--- config.mk ---
export PLATFORM = sky130hd
export DESIGN_NAME = inst_fetch_unit
export DESIGN_NICKNAME = d
export VERILOG_FILES = /design/src/rtl/inst_fetch_unit.sv
export SDC_FILE = /design/constraint.sdc
export NUM_CORES = 1
export LEC_CHECK = 0
export CAP_MARGIN = 20
export CORE_MARGIN = 2
export CORE_UTILIZATION = 58
export DETAILED_ROUTE_END_ITERATION = 8
export GPL_TIMING_DRIVEN = 0
export PLACE_DENSITY = 0.82
export SLEW_MARGIN = 40
export SYNTH_ARGS = -nofsm -noshare
export SYNTH_HDL_FRONTEND = slang
export SYNTH_SLANG_ARGS = --single-unit
--- constraint.sdc ---
create_clock -name CLK -period 11.11 [get_ports CLK]
set_input_delay 1.6665 -clock CLK [delete_from_list [all_inputs] [get_ports CLK]]
set_output_delay 1.6665 -clock CLK [all_outputs]
set_load 0.01 [all_outputs]
--- src/rtl/inst_fetch_unit.sv ---
// Instruction fetch unit: owns the PC, issues 64-bit fetches, buffers {pc, inst} pairs for decode.
// Optional perf counters (perf_fetch_cnt, perf_stall_cnt) are enabled by defining FETCH_PERF_EN.
module inst_fetch_unit #(
  parameter int                    ADDR_WIDTH  = 32,
  parameter int                    INST_NUM    = 2,
  parameter int                    FETCH_WIDTH = 32*INST_NUM,
  parameter int                    BUF_DEPTH   = 4,
  parameter logic [ADDR_WIDTH-1:0] RESET_PC    = '0
) (
  input  logic                   CLK,
  input  logic                   RST,
  output logic [ADDR_WIDTH-1:0]  req_addr,
  output logic                   req_valid,
  input  logic [FETCH_WIDTH-1:0] resp_data,
  input  logic                   redirect_valid,
  input  logic [ADDR_WIDTH-1:0]  redirect_pc,
  output logic                   out_valid,
  input  logic                   out_ready,
  output logic [31:0]            out_inst,
  output logic [ADDR_WIDTH-1:0]  out_pc
`ifdef FETCH_PERF_EN
  ,
  output logic [31:0]            perf_fetch_cnt,
  output logic [31:0]            perf_stall_cnt
`endif
);
  localparam int PTR_W = $clog2(BUF_DEPTH);
  localparam int CNT_W = PTR_W + 1;
  localparam logic [ADDR_WIDTH-1:0] ALIGN_MASK = ~ADDR_WIDTH'(3);

  logic [ADDR_WIDTH-1:0] r_pc;
  logic [ADDR_WIDTH-1:0] r_pc_req_p1;
  logic                  r_vld_p1;
  logic [PTR_W-1:0]      r_head;
  logic [PTR_W-1:0]      r_tail;
  logic [CNT_W-1:0]      r_count;
  logic [31:0]           r_buf_inst [BUF_DEPTH];
  logic [ADDR_WIDTH-1:0] r_buf_pc   [BUF_DEPTH];

  logic [31:0]           w_need;
  logic                  w_issue;
  logic                  w_enq;
  logic                  w_deq;
  logic                  w_nonempty;

  // Space check counts the in-flight pair but never credits a same-cycle dequeue.
  always_comb begin
    w_need     = 32'(r_count) + (r_vld_p1 ? 32'd2 : 32'd0) + 32'd2;
    w_nonempty = (r_count != '0);
    w_issue    = !RST && !redirect_valid && (w_need <= 32'(BUF_DEPTH));
    w_enq      = !RST && !redirect_valid && r_vld_p1;
    w_deq      = !RST && !redirect_valid && w_nonempty && out_ready;
  end

  assign req_valid = w_issue;
  assign req_addr  = r_pc & ALIGN_MASK;
  assign out_valid = !RST && !redirect_valid && w_nonempty;
  assign out_inst  = (!RST && w_nonempty) ? r_buf_inst[r_head] : '0;
  assign out_pc    = (!RST && w_nonempty) ? r_buf_pc[r_head]   : '0;

  // p0 -> p1: request issue; p1 -> buffer: response capture
  always_ff @(posedge CLK) begin
    if (RST) begin
      r_pc     <= RESET_PC & ALIGN_MASK;
      r_vld_p1 <= 1'b0;
      r_head   <= '0;
      r_tail   <= '0;
      r_count  <= '0;
    end else if (redirect_valid) begin
      r_pc     <= redirect_pc & ALIGN_MASK;
      r_vld_p1 <= 1'b0;
      r_head   <= '0;
      r_tail   <= '0;
      r_count  <= '0;
    end else begin
      r_vld_p1 <= w_issue;
      if (w_issue) r_pc <= r_pc + ADDR_WIDTH'(8);
      if (w_enq)   r_tail <= r_tail + PTR_W'(2);
      if (w_deq)   r_head <= r_head + PTR_W'(1);
      r_count <= r_count + (w_enq ? CNT_W'(2) : CNT_W'(0)) - (w_deq ? CNT_W'(1) : CNT_W'(0));
    end
  end

  always_ff @(posedge CLK) begin
    if (w_issue) r_pc_req_p1 <= r_pc & ALIGN_MASK;
    if (w_enq) begin
      r_buf_inst[r_tail]              <= resp_data[31:0];
      r_buf_pc[r_tail]                <= r_pc_req_p1;
      r_buf_inst[r_tail + PTR_W'(1)]  <= resp_data[63:32];
      r_buf_pc[r_tail + PTR_W'(1)]    <= r_pc_req_p1 + ADDR_WIDTH'(4);
    end
  end

`ifdef FETCH_PERF_EN
  always_ff @(posedge CLK) begin
    if (RST) begin
      perf_fetch_cnt <= '0;
      perf_stall_cnt <= '0;
    end else begin
      if (req_valid)  perf_fetch_cnt <= perf_fetch_cnt + 32'd1;
      if (!out_valid) perf_stall_cnt <= perf_stall_cnt + 32'd1;
    end
  end
`endif
endmodule

# After elaboration in Yosys (flattened, before gate mapping)
# Memory sizes are Yosys's and may differ from the RTL's. A register that Yosys moved wholly into a read port is not among the register bits.
# Index checks and enable logic that the tools add are counted.
[word_totals] ff_bits=70 mem_bits_ro=0 out_inout_bits=98 mem_bits_rw=256 n_memories=2 elab_cells=43 latchBits=0
[classes] magnitude_cmp=1 n_reduce_logical=11 bitwise_logic=0 div=0 addsub=9 mux=13 shifts=0 eq_ne=0 mul=0
[memory_table] name="r_buf_inst" depth=4 width=32 rd=1 rd_ports_with_merged_regs=1 wr=2 line="37" rtl="logic [31:0] r_buf_inst [BUF_DEPTH];"
[memory_table] name="r_buf_pc" depth=4 width=32 rd=1 rd_ports_with_merged_regs=1 wr=2 line="38" rtl="logic [ADDR_WIDTH-1:0] r_buf_pc [BUF_DEPTH];"
[ops] cell="$mux W32" n=4
[ops] cell="$add A32 B3 Y32 const B" n=1
[ops] cell="$add A32 B4 Y32 const B" n=1
[ops] cell="$mux W2" n=6
[ops] cell="$logic_and A1 B1 Y1" n=6
[ops] cell="$add A4 B2 Y5 const B" n=1
[ops] cell="$le A5 B3 Y1 const B" n=1
[ops] cell="$add A2 B1 Y2 const B" n=2
[ops] cell="$add A3 B2 Y4" n=1
[ops] cell="$add A3 B2 Y3" n=1
[ops] cell="$mux W1" n=3
[ops] cell="$reduce_bool A3 Y1" n=1
[ops] cell="$sub A3 B1 Y3" n=1
[ops] cell="$add A2 B2 Y2 const B" n=1
[ops] cell="$logic_not A1 Y1" n=2
[ops] cell="$reduce_bool A2 Y1" n=1
[ops] cell="$reduce_or A2 Y1" n=1

# Longest topological paths before layout
# Gate-level depths: netlist of run 1.
[logic_depth] ltp_word=7 depth_mapped=11

# Worst setup path before layout of run 1
# Ideal clock, no wire load.
[synth_timing] path_kind="input to register" startpoint="input port RST" endpoint="memory r_buf_inst[0][0] (enable)" path_stages=4 arrival_ns=7.279 slack_ns=3.223 required_ns=10.502 cell_sequence="clkbuf_1 > nor2_1 > nand2_1 > nor2_1"
[synth_rtl] element="start, declared" line="11" rtl="input logic RST,"
[synth_rtl] element="end, declared" line="37"

# Worst setup path in the final report of run 1
[layout_timing] startpoint="input port RST" endpoint="output port req_valid"
[layout_between] elab_chain_len=3
[layout_lines] element="$logic_not A1 Y1" line="50" rtl="w_issue = !RST && !redirect_valid && (w_need <= 32'(BUF_DEPTH));"
[layout_lines] element="$logic_and A1 B1 Y1 (2 in a row)" line="50"
[layout_lines] element="end, declared" line="13" rtl="output logic req_valid,"
# No other way between the ends.

==> key figures, run 1 <==
Run status
  – Status: finished clean

Hold path
  – Hold Path Class: register to register
  – Worst min-delay path startpoint: r_pc[2]$_SDFFE_PP0P_
  – Hold endpoint: r_pc_req_p1[2]$_DFFE_PP_
  – WHS Path Cells: 0

Power and ir drop
  – Psw: 0.506 mW
  – Combinational Power Share: 0.059
  – Leakage power: 5.33 nW
  – Int Pwr: 2.00 mW
  – Clock group share of total power: 0.401
  – Switching Fraction: 0.202
  – PD cells: 153 mW/mm^2
  – VDD IR max: 0.000102 V
  – Sequential power share: 0.540

CTS
  – CTS tree: done
  – H-Tree Level Count: 1
  – Root Buffer: clkbuf_16
  – Hold-fix buffers, CTS: 0
  – Clock tree buffer depth: 3
  – Clock sinks: 317
  – CTS resizes: 0
  – Clk pin slew, worst setup/hold paths: 0.06 ns
  – Post-CTS Setup Inserts: 0
  – Clock latency on the worst-skew pair: 0.54 ns
  – CTS buffer count: 31

Global routing
  – Most used routing layer in global routing: met2
  – First-pass GRT wire length: 42300 um
  – Initial antenna violation count: 0
  – GRT Total Usage: 0.226
  – M2 GR Usage: 0.372
  – Number of global-route vias before repair: 7934
  – Global-route met1 utilization: 0.324
  – Grt met3 use: 0.0318
  – Largest net degree at the start of global routing: 41
  – Gr ovfl total: 0

Critical path
  – Worst reg2reg endpoint: r_pc[10]$_SDFFE_PP0P_
  – Reg2Reg Launch Point: r_vld_p1$_SDFF_PP0_
  – Critical path data arrival time: 3.94 ns
  – CP endpoint kind: output pin
  – Required time worst endpoint: 9.44 ns
  – Crit-path max FO: 40
  – Critical path's largest stage delay: 0.64 ns
  – Worst-path cell chain: clkbuf_1 > nor2_1 > o21ai_0 > inv_1 > buf_4 > clkdlybuf4s50_1
  – CP max stage cell: clkdlybuf4s50_1
  – Worst R2R Path Depth: 11
  – Worst Setup Start Kind: primary input
  – R2R setup slack: 8.24 ns
  – Crit Path Category: primary input to output pin

Floorplanning
  – # rows: 54
  – Die Wd: 153 um
  – Die extent in y: 153 um
  – # IOs: 198
  – Die footprint: 0.0236 sq mm
  – Core area: 0.0219 sq mm
  – Initial Util: 0.592

Yosys
  – Yosys top cell by area: edfxtp_1
  – Fraction of registers with async set/reset: 0
  – Synth warn: 0
  – Dominant cell by count in the synthesized netlist: edfxtp_1
  – Share of the synthesized area in the top cell type: 0.644
  – Number of flops mapped to enable cells by yosys: 278
  – Post-Synthesis Cells: 788
  – Prevailing post-synth register cell: edfxtp_1
  – Synth cell count leaders: edfxtp_1, and2_1, mux4_2
  – Post-Syn Area: 0.0130 sq mm
  – Synth Area per Inst: 16.4 sq um
  – FF+latch count, synth: 317
  – Yosys cell types: 49
  – Most area-consuming cells after synthesis: edfxtp_1, mux4_2, dfxtp_1
  – Sequential share of the synthesized area: 0.704

Timing
  – Final Skew: 0.0128 ns
  – RSZ-0062 raised after global routing: no
  – Final period util: 0.504
  – Max Slew Vio Count: 0
  – Final Critical Period: 5.60 ns
  – Setup TNS: 0 ns
  – Setup violators final: 0
  – Final worst setup slack: 5.51 ns
  – Max Freq: 0.178 GHz
  – Fin. Hold Viols: 0
  – Slew @ Worst Pin: 0.642 ns
  – Rel. slew slack: 0.572

Routing
  – Initial DRC count: 645
  – Vias: 7825
  – DRC Markers: 0
  – DRT antenna net count: 0
  – Drt first pass iters: 5
  – Post-Route WL: 26500 um
  – Drt wl/cell: 20.0 um
  – Drt via density: 5.90

Finish
  – Antenna cells: 0
  – Layout cells sized above 1: 0.135
  – Cell area after layout: 0.0164 sq mm
  – Layout area overhead: 26.9%
  – Cell Count, Final, Fillers Out: 1327
  – Final net count: 1130
  – FILL cells: 1314

Placement
  – PortBufs: 189
  – Gp weighted congestion: 0.880
  – Hpwl dp: 17700 um
  – Pre-CTS WS: 5.24 ns
  – Placed Area: 0.0155 sq mm
  – Placed cells: 1270

Run
  – Max cap viols: 0
## area by class of cell
cell class                 count  area (sq um)  share of cell area
sequential                   317          9130               0.555
timing repair buffer         199          2110               0.129
inverter                      13          48.8             0.00297
tap                          280           350              0.0213
clock buffer                  44           845              0.0513
clock inverter                13           145             0.00882
buffer                        45           206              0.0126
multi-input combinational    416          3610               0.220
## how the worst max path moves through the flow
stage	slack [ns]	startpoint	endpoint
final	5.51	RST	req_valid
after global placement	0.49	RST	r_buf_inst[0][1]$_DFFE_PP_
after detailed placement	5.24	RST	req_valid
after CTS	5.22	RST	req_valid
after global routing	5.34	RST	req_valid
after floorplan	3.22	RST	r_buf_inst[0][0]$_DFFE_PP_
## metal layers
metal	part of all wire	vias to the layer above
met1	0.42	3869
met3	0.081	39
met5	0	-
met2	0.49	372
met4	0.017	0
li1	-	3545
## flip-flops by register name, indices dropped and copies added (netlist names), named ones only
signal,cells
r_buf_pc,120
r_pc_req_p1,30
r_vld_p1,1
r_pc,30
r_buf_inst,128
r_head,2
r_tail,1
r_count,3
## power groups by stage
stage               sequential [mW]  clock [mW]  combinational, mW
global placement               1.38           0              0.139
global route                   1.36        1.07              0.160
finish                         1.36        1.01              0.148
detailed placement             1.38           0              0.147
CTS                            1.36        1.02              0.148
floorplan                      1.38           0             0.0604
## through the flow
| step | util | total power [mW] | hold WS (ns) |
|---|---|---|---|
| after floorplan | - | 1.44 | 0.468 |
| after global placement | 0.695 | 1.52 | 0.456 |
| after detailed placement | 0.706 | 1.53 | 0.465 |
| after CTS | 0.751 | 2.53 | 0.482 |
| after global routing | 0.751 | 2.59 | 0.491 |
| final | 0.751 | 2.51 | 0.477 |
## cells in the final DEF (no fill, tap or decap), drive strengths merged, types with 3 or more instances in the layout
master,instances
edfxtp,278
clkdlybuf4s50,189
clkbuf,75
and2,69
mux4,62
nand2,39
dfxtp,39
nor2,32
xnor2,25
buf,24
nand3,23
nand4,22
a31oi,15
a21oi,15
xor2,14
inv,13
o21ai,12
nor3,11
and3,9
clkinv,8
ha,7
o22ai,6
a22oi,5
nor2b,5
nor4,5
or4,4
nand3b,4
conb,4
and4,4
mux2,3
o311ai,3
bufinv,3
## critical path: cells and delay by family
family / cells / cell delay (ns)
AOI/OAI and AO/OA: 1 / 0.27
and+or+nand+nor: 1 / 0.36
buffers and inverters: 4 / 1.61
## logic make-up after synthesis
family	count (synthesis)	share of synthesized area
AOI/OAI and AO/OA	66	0.0322
buffers and inverters	58	0.0195
adders and majority gates	7	0.00676
DFF	317	0.704
and+or+nand+nor	234	0.0993
other	1	0.000289
muxes	66	0.111
xor gates and xnor gates	39	0.0264
(Power assumes the default switching activity.)
==> run 2, diff against run 1 <==
--- a/config.mk
+++ b/config.mk
@@ -7,10 +7,10 @@
 export LEC_CHECK = 0
 export CAP_MARGIN = 20
 export CORE_MARGIN = 2
-export CORE_UTILIZATION = 58
+export CORE_UTILIZATION = 49
 export DETAILED_ROUTE_END_ITERATION = 8
 export GPL_TIMING_DRIVEN = 0
-export PLACE_DENSITY = 0.82
+export PLACE_DENSITY = 0.73
 export SLEW_MARGIN = 40
 export SYNTH_ARGS = -nofsm -noshare
 export SYNTH_HDL_FRONTEND = slang
==> constraint.sdc (replaced) <==
create_clock -name CLK -period 4.6 [get_ports CLK]
set_input_delay 0.69 -clock CLK [delete_from_list [all_inputs] [get_ports CLK]]
set_output_delay 0.69 -clock CLK [all_outputs]
set_load 0.01 [all_outputs]
==> run 2 against run 1 <==
  * Clock-buffer cell count rose by 2
  * Design area grew 0.68%
  * Largest power group unchanged
  * Sequential cell count unchanged
==> key figures, run 2 (synthesized netlist as in run 1, its figures left out) <==
Run status
  – Status: finished clean

CTS
  – Hold-fix buffers, CTS: 0
  – CTS resizes: 0
  – Clock tree buffer depth: 3
  – H-Tree Level Count: 2
  – Root Buffer: clkbuf_16
  – Clk pin slew, worst setup/hold paths: 0.06 ns
  – CTS tree: done
  – Post-CTS Setup Inserts: 0
  – Clock latency on the worst-skew pair: 0.50 ns
  – CTS buffer count: 34
  – Clock sinks: 317

Finish
  – Antenna cells: 0
  – Commonest non-fill, non-tap cell in the layout: edfxtp_1
  – Most frequent cells in the layout: edfxtp_1, clkdlybuf4s50_1, and2_1, mux4_2
  – Biggest regs: r_buf_inst (128), r_buf_pc (120)
  – Core Util, Final: 0.637
  – Layout cells sized above 1: 0.136
  – Biggest register: r_buf_inst
  – Layout area overhead: 27.8%
  – Final net count: 1133
  – Max reg flops: 128

Global routing
  – Number of global-route vias before repair: 7758
  – Grt met3 use: 0.0368
  – M2 GR Usage: 0.312
  – Most used routing layer in global routing: met2
  – GRT Total Usage: 0.194
  – Largest net degree at the start of global routing: 43
  – Global-route met1 utilization: 0.276
  – Initial antenna violation count: 0
  – First-pass GRT wire length: 42800 um
  – Gr ovfl total: 0

Routing
  – DRT antenna net count: 0
  – Vias: 7767
  – DRC Markers: 0
  – Drt first pass iters: 5
  – Initial DRC count: 616
  – Drt via density: 5.61
  – Post-Route WL: 26700 um
  – Drt wl/cell: 19.3 um

Floorplanning
  – Die extent in y: 167 um
  – Die Wd: 167 um
  – Die footprint: 0.0278 sq mm
  – Initial Util: 0.499
  – # rows: 59
  – Core area: 0.0260 sq mm
  – # IOs: 198

Timing
  – Setup violators final: 0
  – Final Critical Period: 3.82 ns
  – Slew @ Worst Pin: 0.763 ns
  – Max Freq: 0.262 GHz
  – Max Slew Vio Count: 0
  – RSZ-0062 raised after global routing: no
  – Fin. Hold Viols: 0
  – Setup TNS: 0 ns
  – Final period util: 0.831
  – Rel. slew slack: 0.491
  – Final Skew: 0.0136 ns

Critical path
  – Worst Setup Start Kind: register
  – Crit-path max FO: 40
  – CP most frequent cell: inv_1
  – Crit Path Category: register to output pin
  – Critical path data arrival time: 3.13 ns
  – Critical path's largest stage delay: 0.64 ns
  – CP max stage cell: clkdlybuf4s50_1
  – Worst-path cell chain: inv_1 > ha_1 > inv_1 > ha_1 > nor2_1 > o21ai_0 > inv_1 > buf_4 > clkdlybuf4s50_1
  – Required time worst endpoint: 3.91 ns
  – CP endpoint kind: output pin

Placement
  – Hpwl dp: 18200 um
  – PortBufs: 189
  – Gp weighted congestion: 0.867

Hold path
  – Hold Path Class: register to register

Power and ir drop
  – Switching Fraction: 0.203
  – Leakage power: 5.36 nW
  – VDD IR max: 0.000226 V
  – PD cells: 373 mW/mm^2
  – Int Pwr: 4.93 mW
  – Psw: 1.26 mW
  – Combinational Power Share: 0.058
  – Sequential power share: 0.530
  – Clock group share of total power: 0.412

Run
  – Max cap viols: 0
-- run 2: changes by cell type in the layout (fill, tap and decap cells not counted) --
cell and change:
clkinv_1 +3, inv_6 -1, buf_16 -2, clkbuf_8 -1, bufinv_16 -2, clkbuf_16 +6, clkbuf_1 -3, buf_8 +2
-- run 2: worst max-delay path: cells and delay by family, from the launching register on --
kind | cells | cell delay [ns]
and+or+nand+nor | 1 | 0.14
DFF | 1 | 0.38
AOI/OAI and AO/OA | 1 | 0.18
buffers and inverters | 5 | 1.50
adders and majority gates | 2 | 0.41
-- run 2: per-stage QoR --
step | power [mW] | worst slack (ns) | hold WS [ns] | instance area (sq um) | instances
6_report | 6.18 | 0.778 | 0.466 | 16600 | 1384
5_1_grt | 6.39 | 0.574 | 0.502 | 16600 | 1384
3_5_place_dp | 3.69 | 0.686 | 0.454 | 15500 | 1325
4_1_cts | 6.24 | 0.480 | 0.472 | 16600 | 1384
2_1_floorplan | 3.46 | 0.110 | 0.468 | 13000 | 791
3_3_place_gp | 3.67 | -1.48 | 0.449 | 15300 | 1315
-- run 2: power groups by stage --
stage	clock network [mW]	registers (mW)	logic, mW
2_1_floorplan	0	3.32	0.146
3_3_place_gp	0	3.33	0.339
3_5_place_dp	0	3.33	0.354
4_1_cts	2.61	3.27	0.357
5_1_grt	2.72	3.28	0.387
6_report	2.55	3.28	0.357
-- run 2: routing by layer --
layer  up-vias  part of all wire
met4         0             0.022
met1      3818              0.43
met3        52             0.077
li1       3550                 -
met5         -                 0
met2       347              0.48
-- run 2: area by class of cell --
| class | count | area, sq um |
|---|---|---|
| multi-input cells | 416 | 3610 |
| well taps | 335 | 419 |
| flip-flops and latches | 317 | 9130 |
| fillers | 1895 | 9420 |
| clock inverters | 13 | 87.6 |
| repair buffers | 199 | 2090 |
| plain buffers | 45 | 206 |
| inverters | 13 | 48.8 |
| clock buffers | 46 | 970 |
-- run 2: final timing paths --
check | from | end | slack, ns | cells after the start
setup reg to reg | r_vld_p1$_SDFF_PP0_ | r_pc[10]$_SDFFE_PP0P_ | 1.79 | 11
hold / removal | r_pc[2]$_SDFFE_PP0P_ | r_pc_req_p1[2]$_DFFE_PP_ | 0.47 | 0
hold reg to reg | r_pc[2]$_SDFFE_PP0P_ | r_pc_req_p1[2]$_DFFE_PP_ | 0.47 | 0
setup / recovery | r_vld_p1$_SDFF_PP0_ | req_valid | 0.78 | 9
